$ cat config.mk
export PLATFORM = sky130hd
export DESIGN_NAME = vga_color_sequencer
export DESIGN_NICKNAME = d
export VERILOG_FILES = /design/src/rtl/vga_color_sequencer.sv
export SDC_FILE = /design/constraint.sdc
export NUM_CORES = 1
export LEC_CHECK = 0
export CORE_ASPECT_RATIO = 0.7
export CORE_MARGIN = 2
export CORE_UTILIZATION = 31
export CTS_CLUSTER_DIAMETER = 60
export DETAILED_ROUTE_END_ITERATION = 8
export PLACE_DENSITY = 0.58
export SYNTH_ARGS = -nofsm -noshare
export SYNTH_HDL_FRONTEND = slang
export SYNTH_SLANG_ARGS = --single-unit
$ cat constraint.sdc
create_clock -name clk -period 2.05 [get_ports clk]
set_input_delay 0.41 -clock clk [delete_from_list [all_inputs] [get_ports clk]]
set_output_delay 0.41 -clock clk [all_outputs]
set_load 0.005 [all_outputs]
$ cat src/rtl/vga_color_sequencer.sv
// Frame-synchronous VGA test-colour sequencer: steps through a fixed 5-entry palette,
// or shows the sw colour when the SW_MANUAL_EN macro is defined and mode=1.
module vga_color_sequencer #(
  parameter int HOLD_FRAMES = 60
) (
  input  logic        clk,
  input  logic        reset,
  input  logic        frame_tick,
  input  logic        video_on,
  input  logic        mode,
  input  logic        pause,
  input  logic [11:0] sw,
  output logic [11:0] rgb,
  output logic [2:0]  color_idx,
  output logic        seq_done
);

  localparam int         DATA_W   = 12;
  localparam logic [7:0] LAST_CNT = 8'(HOLD_FRAMES - 1);
  localparam logic [2:0] LAST_IDX = 3'd4;

  typedef enum logic [1:0] {
    IDLE   = 2'd0,
    AUTO   = 2'd1,
    PAUSED = 2'd2,
    MANUAL = 2'd3
  } state_t;

  state_t              state, state_n;
  logic [7:0]          frame_cnt, cnt_n;
  logic [2:0]          idx_n;
  logic [DATA_W-1:0]   color_reg, color_n;
  logic                done_n;
  logic [DATA_W-1:0]   rgb_p1;
  logic                mode_en;
  logic [DATA_W-1:0]   sw_sel;

`ifdef SW_MANUAL_EN
  assign mode_en = mode;
  assign sw_sel  = sw;
`else
  // Manual path compiled out: mode and sw have no effect.
  assign mode_en = 1'b0;
  assign sw_sel  = '0;
  wire unused_manual = ^{mode, sw};
`endif

  function automatic logic [DATA_W-1:0] palette(input logic [2:0] idx);
    logic [DATA_W-1:0] c;
    case (idx)
      3'd1:    c = 12'h00F;
      3'd2:    c = 12'h0F0;
      3'd3:    c = 12'hF00;
      3'd4:    c = 12'hFFF;
      default: c = 12'h000;
    endcase
    return c;
  endfunction

  // Everything below only moves on frame_tick so the picture never tears mid-frame.
  always_comb begin
    state_n = state;
    cnt_n   = frame_cnt;
    idx_n   = color_idx;
    color_n = color_reg;
    done_n  = 1'b0;
    if (frame_tick) begin
      case (state)
        IDLE: begin
          if (mode_en) begin
            state_n = MANUAL;
            color_n = sw_sel;
          end else begin
            state_n = AUTO;
            color_n = palette(color_idx);
          end
        end
        AUTO: begin
          if (mode_en) begin
            state_n = MANUAL;
            color_n = sw_sel;
          end else if (pause) begin
            state_n = PAUSED;
            color_n = palette(color_idx);
          end else begin
            if (frame_cnt == LAST_CNT) begin
              cnt_n = '0;
              if (color_idx == LAST_IDX) begin
                idx_n  = '0;
                done_n = 1'b1;
              end else begin
                idx_n = color_idx + 3'd1;
              end
            end else begin
              cnt_n = frame_cnt + 8'd1;
            end
            color_n = palette(idx_n);
          end
        end
        PAUSED: begin
          if (mode_en) begin
            state_n = MANUAL;
            color_n = sw_sel;
          end else begin
            if (!pause) state_n = AUTO;
            color_n = palette(color_idx);
          end
        end
`ifdef SW_MANUAL_EN
        MANUAL: begin
          color_n = sw_sel;
          if (!mode_en) begin
            state_n = AUTO;
            cnt_n   = '0;
          end
        end
`endif
        default: state_n = IDLE;
      endcase
    end
  end

  always_ff @(posedge clk or negedge reset) begin
    if (!reset) begin
      state     <= IDLE;
      frame_cnt <= '0;
      color_idx <= '0;
      color_reg <= '0;
      seq_done  <= 1'b0;
    end else begin
      state     <= state_n;
      frame_cnt <= cnt_n;
      color_idx <= idx_n;
      color_reg <= color_n;
      seq_done  <= done_n;
    end
  end

  // Output stage: blanking applied one clock after video_on.
  always_ff @(posedge clk or negedge reset) begin
    if (!reset) rgb_p1 <= '0;
    else        rgb_p1 <= video_on ? color_reg : '0;
  end

  assign rgb = rgb_p1;

endmodule

==> results.toml, run 1 <==
[clocking]
tritoncts = "built"
tritoncts_num_sinks = 20
clock_latency_ps = 260
ctsLongestPathBuffers = 2
postCtsHoldBufs = 0
numCtsBuffers = 3
clock_tree.htree_level_count = 1
ctsRootBufferMaster = "sky130_fd_sc_hd__clkbuf_8"
clock_pin_slew_of_the_registers_on_the_worst_case_setup_and_hold_paths_ps = 80

[yosys]
synth_sequential_area_ratio_pct = 41.8
synth-warning-count = 0
synth_cells = 129
synthArstFlopShare_pct = 100
synth.largest_area_cell = "sky130_fd_sc_hd__dfrtp_1"
yosys.cell_types.count = 35
syn-mean-instance-area_sq_um = 9.27
number_of_storage_elements_in_the_synthesis_netlist = 20
top_cell_type_s_share_of_synthesized_area_pct = 41.8
number_of_enable_type_register_cells_in_the_synthesized_netlist = 0
syn-cell-area_sq_um = 1200
netlist_top_cells_area = "sky130_fd_sc_hd__dfrtp_1, sky130_fd_sc_hd__nand2_1, sky130_fd_sc_hd__buf_4"
postSynthNetCount = 152
synth_top_flop_cell = "sky130_fd_sc_hd__dfrtp_1"

[drt]
ant_nets = 0
drc = 0
drt-vias-per-instance = 4.78
num_vias = 985
finalWirelength_um = 2590
dr.first_iter.drc_count = 39
drt_pre_antenna_iters = 4
routedWlPerCell_um = 12.6

[critical_path]
crit_start = "frame_cnt[7]$_DFFE_PN0P_"
critical_path.slowest_cell = "sky130_fd_sc_hd__or4_1"
path_cells = "or3_4 -> o31ai_4 -> o31ai_4 -> or4_1 -> o2111ai_1"
critPathKind = "flop to flop"
critical_path.reg2reg.startpoint = "frame_cnt[7]$_DFFE_PN0P_"
timing.critical_path.slowest_cell_delay_ps = 540
worstPathArrival_ps = 2170
worstPathRequired_ps = 2230
cpMostUsedCell = "sky130_fd_sc_hd__o31ai_4"
critical_path.startpoint_type = "flop"
critical_path_peak_fanout = 5
critical_path.endpoint_type = "flop"

[sta]
hold_viol_final = 0
fin_worst_skew_ps = 10.4
worst_hold_slack_across_all_endpoints_ps = 476
final-max-slew-violation-count = 0
worst_pin_slew_ps = 437
max_clock_freq_mhz = 502
max-slew-margin-rel_pct = 70.9
count_of_final_setup_violators = 0
period_share_pct = 97.2
finalCriticalPeriod_ps = 1990
tns_ps = 0

[worst_hold_path]
holdCritPathClass = "input port to asynchronous set/reset pin"

[cells_and_area]
antennaDiodeCount = 0
flip_flop_count_of_the_largest_register_after_layout = 8
finish.net_count = 180
layout-drive-gt1-share_pct = 16.7
area_delta_synth_final_pct = 30.3
fillerInstances = 365
largest-register = "frame_cnt"

[grt]
grt_use_total_pct = 13.0
grt-ovfl-total = 0
grt_pass1_vias = 1043
antenna_found_initial = 0
grt_start_max_net_pins = 21
grt_first_pass_wirelength_um = 4470

[power]
power_density_nw_per_um2 = 796
maximum_vdd_ir_drop_v = 0.000541
power.leakage_nw = 0.700

[placed_design]
portBuffers = 20
hpwl_dp_um = 1960
gpl.final_weighted_congestion = 0.868

[floorplan]
die-height_um = 56.0
die_area_sq_um = 4380
coreArea_sq_um = 3600
rows = 18
start_util_pct = 33.2
die_wd_um = 78.2
floorplan.io_pins = 34

[job]
timing.max_cap.violations = 0

[run_status]
outcome = "complete, no violations"
[per-layer routing]
| metal | part of all wire [%] | GRT usage (%) | vias up | wire (um) |
|---|---|---|---|---|
| li1 | - | - | 485 | - |
| met3 | 5.9 | 3.90 | 4 | 153 |
| met4 | 2.0 | 5.76 | 0 | 53 |
| met1 | 46 | 15.9 | 462 | 1190 |
| met2 | 46 | 21.3 | 34 | 1200 |
| met5 | 0 | 0 | - | 0 |
[what timing repair did]
item / in CTS / in global routing
buffers inserted: 0 / 1
gates resized for setup: 0 / 5
endpoints found under the setup margin: 0 / 3
[where the power goes]
| part | internal (W) | switching [W] |
|---|---|---|
| registers | 0.000476 | 0.0000817 |
| clock network | 0.000171 | 0.000136 |
| logic | 0.000209 | 0.000168 |
[cell usage after synthesis, types with 2 or more instances]
master                       n
sky130_fd_sc_hd__a21oi_1     4
sky130_fd_sc_hd__and2_1      5
sky130_fd_sc_hd__buf_4       9
sky130_fd_sc_hd__dfrtp_1    20
sky130_fd_sc_hd__ha_1        5
sky130_fd_sc_hd__inv_1       5
sky130_fd_sc_hd__mux2i_1     3
sky130_fd_sc_hd__nand2_1    24
sky130_fd_sc_hd__nand2b_1    3
sky130_fd_sc_hd__nand3_1     3
sky130_fd_sc_hd__nor2_1     11
sky130_fd_sc_hd__nor3_1      2
sky130_fd_sc_hd__o2111ai_1   2
sky130_fd_sc_hd__o21ai_0     6
sky130_fd_sc_hd__o31ai_2     2
sky130_fd_sc_hd__xnor2_1     2
sky130_fd_sc_hd__xor2_1      5
[metrics by stage]
step | std cells | worst slack, ps | cell area [sq um] | power (W) | util, %
2_1_floorplan | 129 | 186 | 1200 | 0.000782 | -
3_5_place_dp | 201 | -16.3 | 1470 | 0.000934 | 40.8
5_1_grt | 206 | -3.79 | 1560 | 0.00133 | 43.3
6_report | 206 | 57.8 | 1560 | 0.00124 | 43.3
4_1_cts | 205 | 31.0 | 1530 | 0.00125 | 42.4
3_3_place_gp | 201 | 45.0 | 1470 | 0.000918 | 40.8
[final timing paths]
kind	end	slack, ps	cells after the start
hold reg to reg	rgb[10]$_DFF_PN0_	490	1
min in group clk	rgb[10]$_DFF_PN0_	490	1
setup reg to reg	color_reg[10]$_DFFE_PN0P_	60	5
hold / removal	frame_cnt[6]$_DFFE_PN0P_	480	2
setup / recovery	color_reg[10]$_DFFE_PN0P_	60	5
max in group asynchronous	color_idx[2]$_DFFE_PN0P_	1360	2
[cells by family (layout without fill, tap and decap cells)]
logic type	after synthesis	after routing	share of synthesized area (%)
muxes	3	3	2.51
buffers and inverters	16	43	8.68
AOI/OAI and AO/OA	20	20	11.6
DFF	20	20	41.8
adders and majority gates	5	5	5.23
xor gates and xnor gates	7	7	5.13
and+or+nand+nor	58	58	25.0
[placed cells by master, fill, tap and decap left out]
cell type,count
sky130_fd_sc_hd__o2111ai_1,2
sky130_fd_sc_hd__or3_4,1
sky130_fd_sc_hd__a21oi_1,4
sky130_fd_sc_hd__clkbuf_8,4
sky130_fd_sc_hd__clkdlybuf4s50_1,20
sky130_fd_sc_hd__and4_1,1
sky130_fd_sc_hd__a22oi_1,1
sky130_fd_sc_hd__nor2_2,1
sky130_fd_sc_hd__nand3_1,3
sky130_fd_sc_hd__a31oi_1,1
sky130_fd_sc_hd__o21ai_0,6
sky130_fd_sc_hd__xor2_1,5
sky130_fd_sc_hd__a22o_1,1
sky130_fd_sc_hd__or4_1,1
sky130_fd_sc_hd__or2_2,1
sky130_fd_sc_hd__nand4b_1,1
sky130_fd_sc_hd__o221ai_1,1
sky130_fd_sc_hd__o31ai_4,2
sky130_fd_sc_hd__nor2_1,10
sky130_fd_sc_hd__inv_1,5
sky130_fd_sc_hd__nor3_1,2
sky130_fd_sc_hd__xnor2_1,2
sky130_fd_sc_hd__nand4_4,1
sky130_fd_sc_hd__o211ai_1,1
sky130_fd_sc_hd__a21boi_0,1
sky130_fd_sc_hd__nand2b_1,3
sky130_fd_sc_hd__nand4_1,1
sky130_fd_sc_hd__nand2_1,24
sky130_fd_sc_hd__and2_1,5
sky130_fd_sc_hd__buf_4,14
sky130_fd_sc_hd__or3_1,1
sky130_fd_sc_hd__nor4bb_1,1
sky130_fd_sc_hd__dfrtp_1,20
sky130_fd_sc_hd__nor2b_1,1
sky130_fd_sc_hd__ha_2,2
sky130_fd_sc_hd__ha_1,3
sky130_fd_sc_hd__mux2i_1,3
[area by class of cell]
cell class | instances | area (sq um) | area share (%)
multi-input combinational | 93 | 617 | 39.6
timing repair buffer | 34 | 305 | 19.6
clock buffer | 4 | 55.1 | 3.53
sequential | 20 | 500 | 32.1
inverter | 5 | 18.8 | 1.20
tap | 50 | 62.6 | 4.01
[worst max-delay path: cells and delay by family, from the launching register on]
family,cells,cell delay (ps)
simple gates,2,970
compound gates,3,540
flops,1,400
(Power assumes the default switching activity.)
==> inputs of run 2 (changes only) <==
- ABC_CLOCK_PERIOD_IN_PS: unset -> 2050
- CORE_ASPECT_RATIO: 0.7 -> 0.8
- TNS_END_PERCENT: unset -> 10
==> results.toml, run 2 (synthesized netlist as in run 1, its figures left out) <==
[run_status]
outcome = "complete, no violations"

[floorplan]
die_wd_um = 73.5
floorplan.io_pins = 34
start_util_pct = 31.9
rows = 20
coreArea_sq_um = 3750
die-height_um = 59.6
die_area_sq_um = 4370

[cells_and_area]
final_cell_count_no_fill = 201
area_of_the_multi_input_gates_sq_um = 606
layout-drive-gt1-share_pct = 16.6
area_occupied_by_registers_sq_um = 500
finish.net_count = 181
antennaDiodeCount = 0
most_common_cell_after_layout_fill_and_taps_aside = "sky130_fd_sc_hd__nand2_1"
largest-register = "frame_cnt"
final_core_util_pct = 41.7
area_delta_synth_final_pct = 30.8
flip_flop_count_of_the_largest_register_after_layout = 8
layout_common_cells = "sky130_fd_sc_hd__nand2_1, sky130_fd_sc_hd__dfrtp_1, sky130_fd_sc_hd__clkdlybuf4s50_1, sky130_fd_sc_hd__buf_4, sky130_fd_sc_hd__nor2_1"
fillerInstances = 371

[drt]
drc = 0
num_vias = 971
drt-vias-per-instance = 4.83
finalWirelength_um = 2470
dr.first_iter.drc_count = 22
routedWlPerCell_um = 12.3
ant_nets = 0
drt_pre_antenna_iters = 4

[critical_path]
critical_path_peak_fanout = 6
worstPathRequired_ps = 2230
worstPathArrival_ps = 2100
ff2ff_setup_slack_ps = 130
critPathKind = "flop to flop"
critical_path.startpoint_type = "flop"
critical_path.slowest_cell = "sky130_fd_sc_hd__or4_1"
critical_path.endpoint_type = "flop"
path_cells = "ha_2 -> nand4_4 -> o31ai_4 -> o31ai_2 -> or4_1 -> o2111ai_1"
timing.critical_path.slowest_cell_delay_ps = 540

[grt]
grt_use_total_pct = 12.8
grt_start_max_net_pins = 21
antenna_found_initial = 0
grt_pass1_vias = 947
grt-ovfl-total = 0
grt_first_pass_wirelength_um = 4280

[clocking]
ctsLongestPathBuffers = 2
clock_tree.htree_level_count = 1
clock_latency_ps = 260
clock_pin_slew_of_the_registers_on_the_worst_case_setup_and_hold_paths_ps = 80
tritoncts_num_sinks = 20
numCtsBuffers = 3
tritoncts = "built"
ctsRootBufferMaster = "sky130_fd_sc_hd__clkbuf_8"

[sta]
finalCriticalPeriod_ps = 1920
fin_worst_skew_ps = 4.56
worst_hold_slack_across_all_endpoints_ps = 483
worst_pin_slew_ps = 412
final_critical_path_setup_slack_ps = 127
final-max-slew-violation-count = 0
hold_viol_final = 0
max-slew-margin-rel_pct = 71.7
count_of_final_setup_violators = 0
period_share_pct = 93.8
max_clock_freq_mhz = 520

[placed_design]
hpwl_dp_um = 1930
dp_cells = 197
placement.setup.worst_slack_ps = -43.6
gpl.final_weighted_congestion = 0.722
portBuffers = 20

[power]
maximum_vdd_ir_drop_v = 0.000417
power_density_nw_per_um2 = 857
totalPowerFinal_w = 0.00134
power.leakage_nw = 0.710

[worst_hold_path]
holdCritPathClass = "input port to asynchronous set/reset pin"

[job]
timing.max_cap.violations = 0
==> run 2: cell types whose count changed in the layout (fill, tap and decap cells not counted) <==
cell / delta
sky130_fd_sc_hd__buf_4: +1
sky130_fd_sc_hd__bufinv_16: +1
sky130_fd_sc_hd__clkbuf_8: -1
sky130_fd_sc_hd__nor2_1: +1
sky130_fd_sc_hd__nor2_2: -1
sky130_fd_sc_hd__o31ai_2: +1
sky130_fd_sc_hd__o31ai_4: -1
==> run 2: layer usage <==
layer / track usage, % / up-vias / routed length, um
li1: - / 487 / -
met2: 22.2 / 21 / 1200
met1: 16.0 / 460 / 1180
met4: 2.34 / 0 / 11
met5: 0 / - / 0
met3: 3.57 / 3 / 84
==> run 2: worst paths after layout <==
kind | cells after the start | end | start
setup / recovery | 6 | color_reg[10]$_DFFE_PN0P_ | frame_cnt[0]$_DFFE_PN0P_
hold / removal | 2 | state[0]$_DFFE_PN0P_ | reset
setup reg to reg | 6 | color_reg[10]$_DFFE_PN0P_ | frame_cnt[0]$_DFFE_PN0P_
hold reg to reg | 1 | frame_cnt[7]$_DFFE_PN0P_ | frame_cnt[7]$_DFFE_PN0P_
max in group asynchronous | 2 | frame_cnt[5]$_DFFE_PN0P_ | reset
min in group clk | 1 | frame_cnt[7]$_DFFE_PN0P_ | frame_cnt[7]$_DFFE_PN0P_
==> run 2: metrics by stage <==
| stage | area [sq um] | setup TNS, ps |
|---|---|---|
| floorplan | 1200 | 0 |
| global placement | 1480 | -4.43 |
| detailed placement | 1480 | -82.2 |
| CTS | 1550 | 0 |
| global route | 1560 | -10.2 |
| finish | 1560 | 0 |
==> run 2: area by class of cell <==
class	instances	area share (%)
Tap cell	44	3.52
Sequential cell	20	32.0
Timing Repair Buffer	35	20.0
Inverter	5	1.20
Multi-Input combinational cell	93	38.7
Clock inverter	1	1.92
Clock buffer	3	2.64
==> run 2: repair_timing <==
| item | in CTS | in global routing |
|---|---|---|
| hold buffers | 0 | 0 |
| resized for setup | 0 | 3 |
| setup buffers | 0 | 0 |
| setup endpoints to repair | 0 | 3 |
==> run 2: worst max-delay path: cells and delay by family (launching register included) <==
kind                       cells  cell delay, ps
DFF                            1             400
and+or+nand+nor                2             680
adders and majority gates      1             240
AOI/OAI and AO/OA              3             520
==> run 2: where the power goes <==
group	leakage [nW]	internal [W]	switching, W
logic	0.423	0.000219	0.000168
registers	0.251	0.000476	0.0000818
clock network	0.0357	0.000261	0.000134
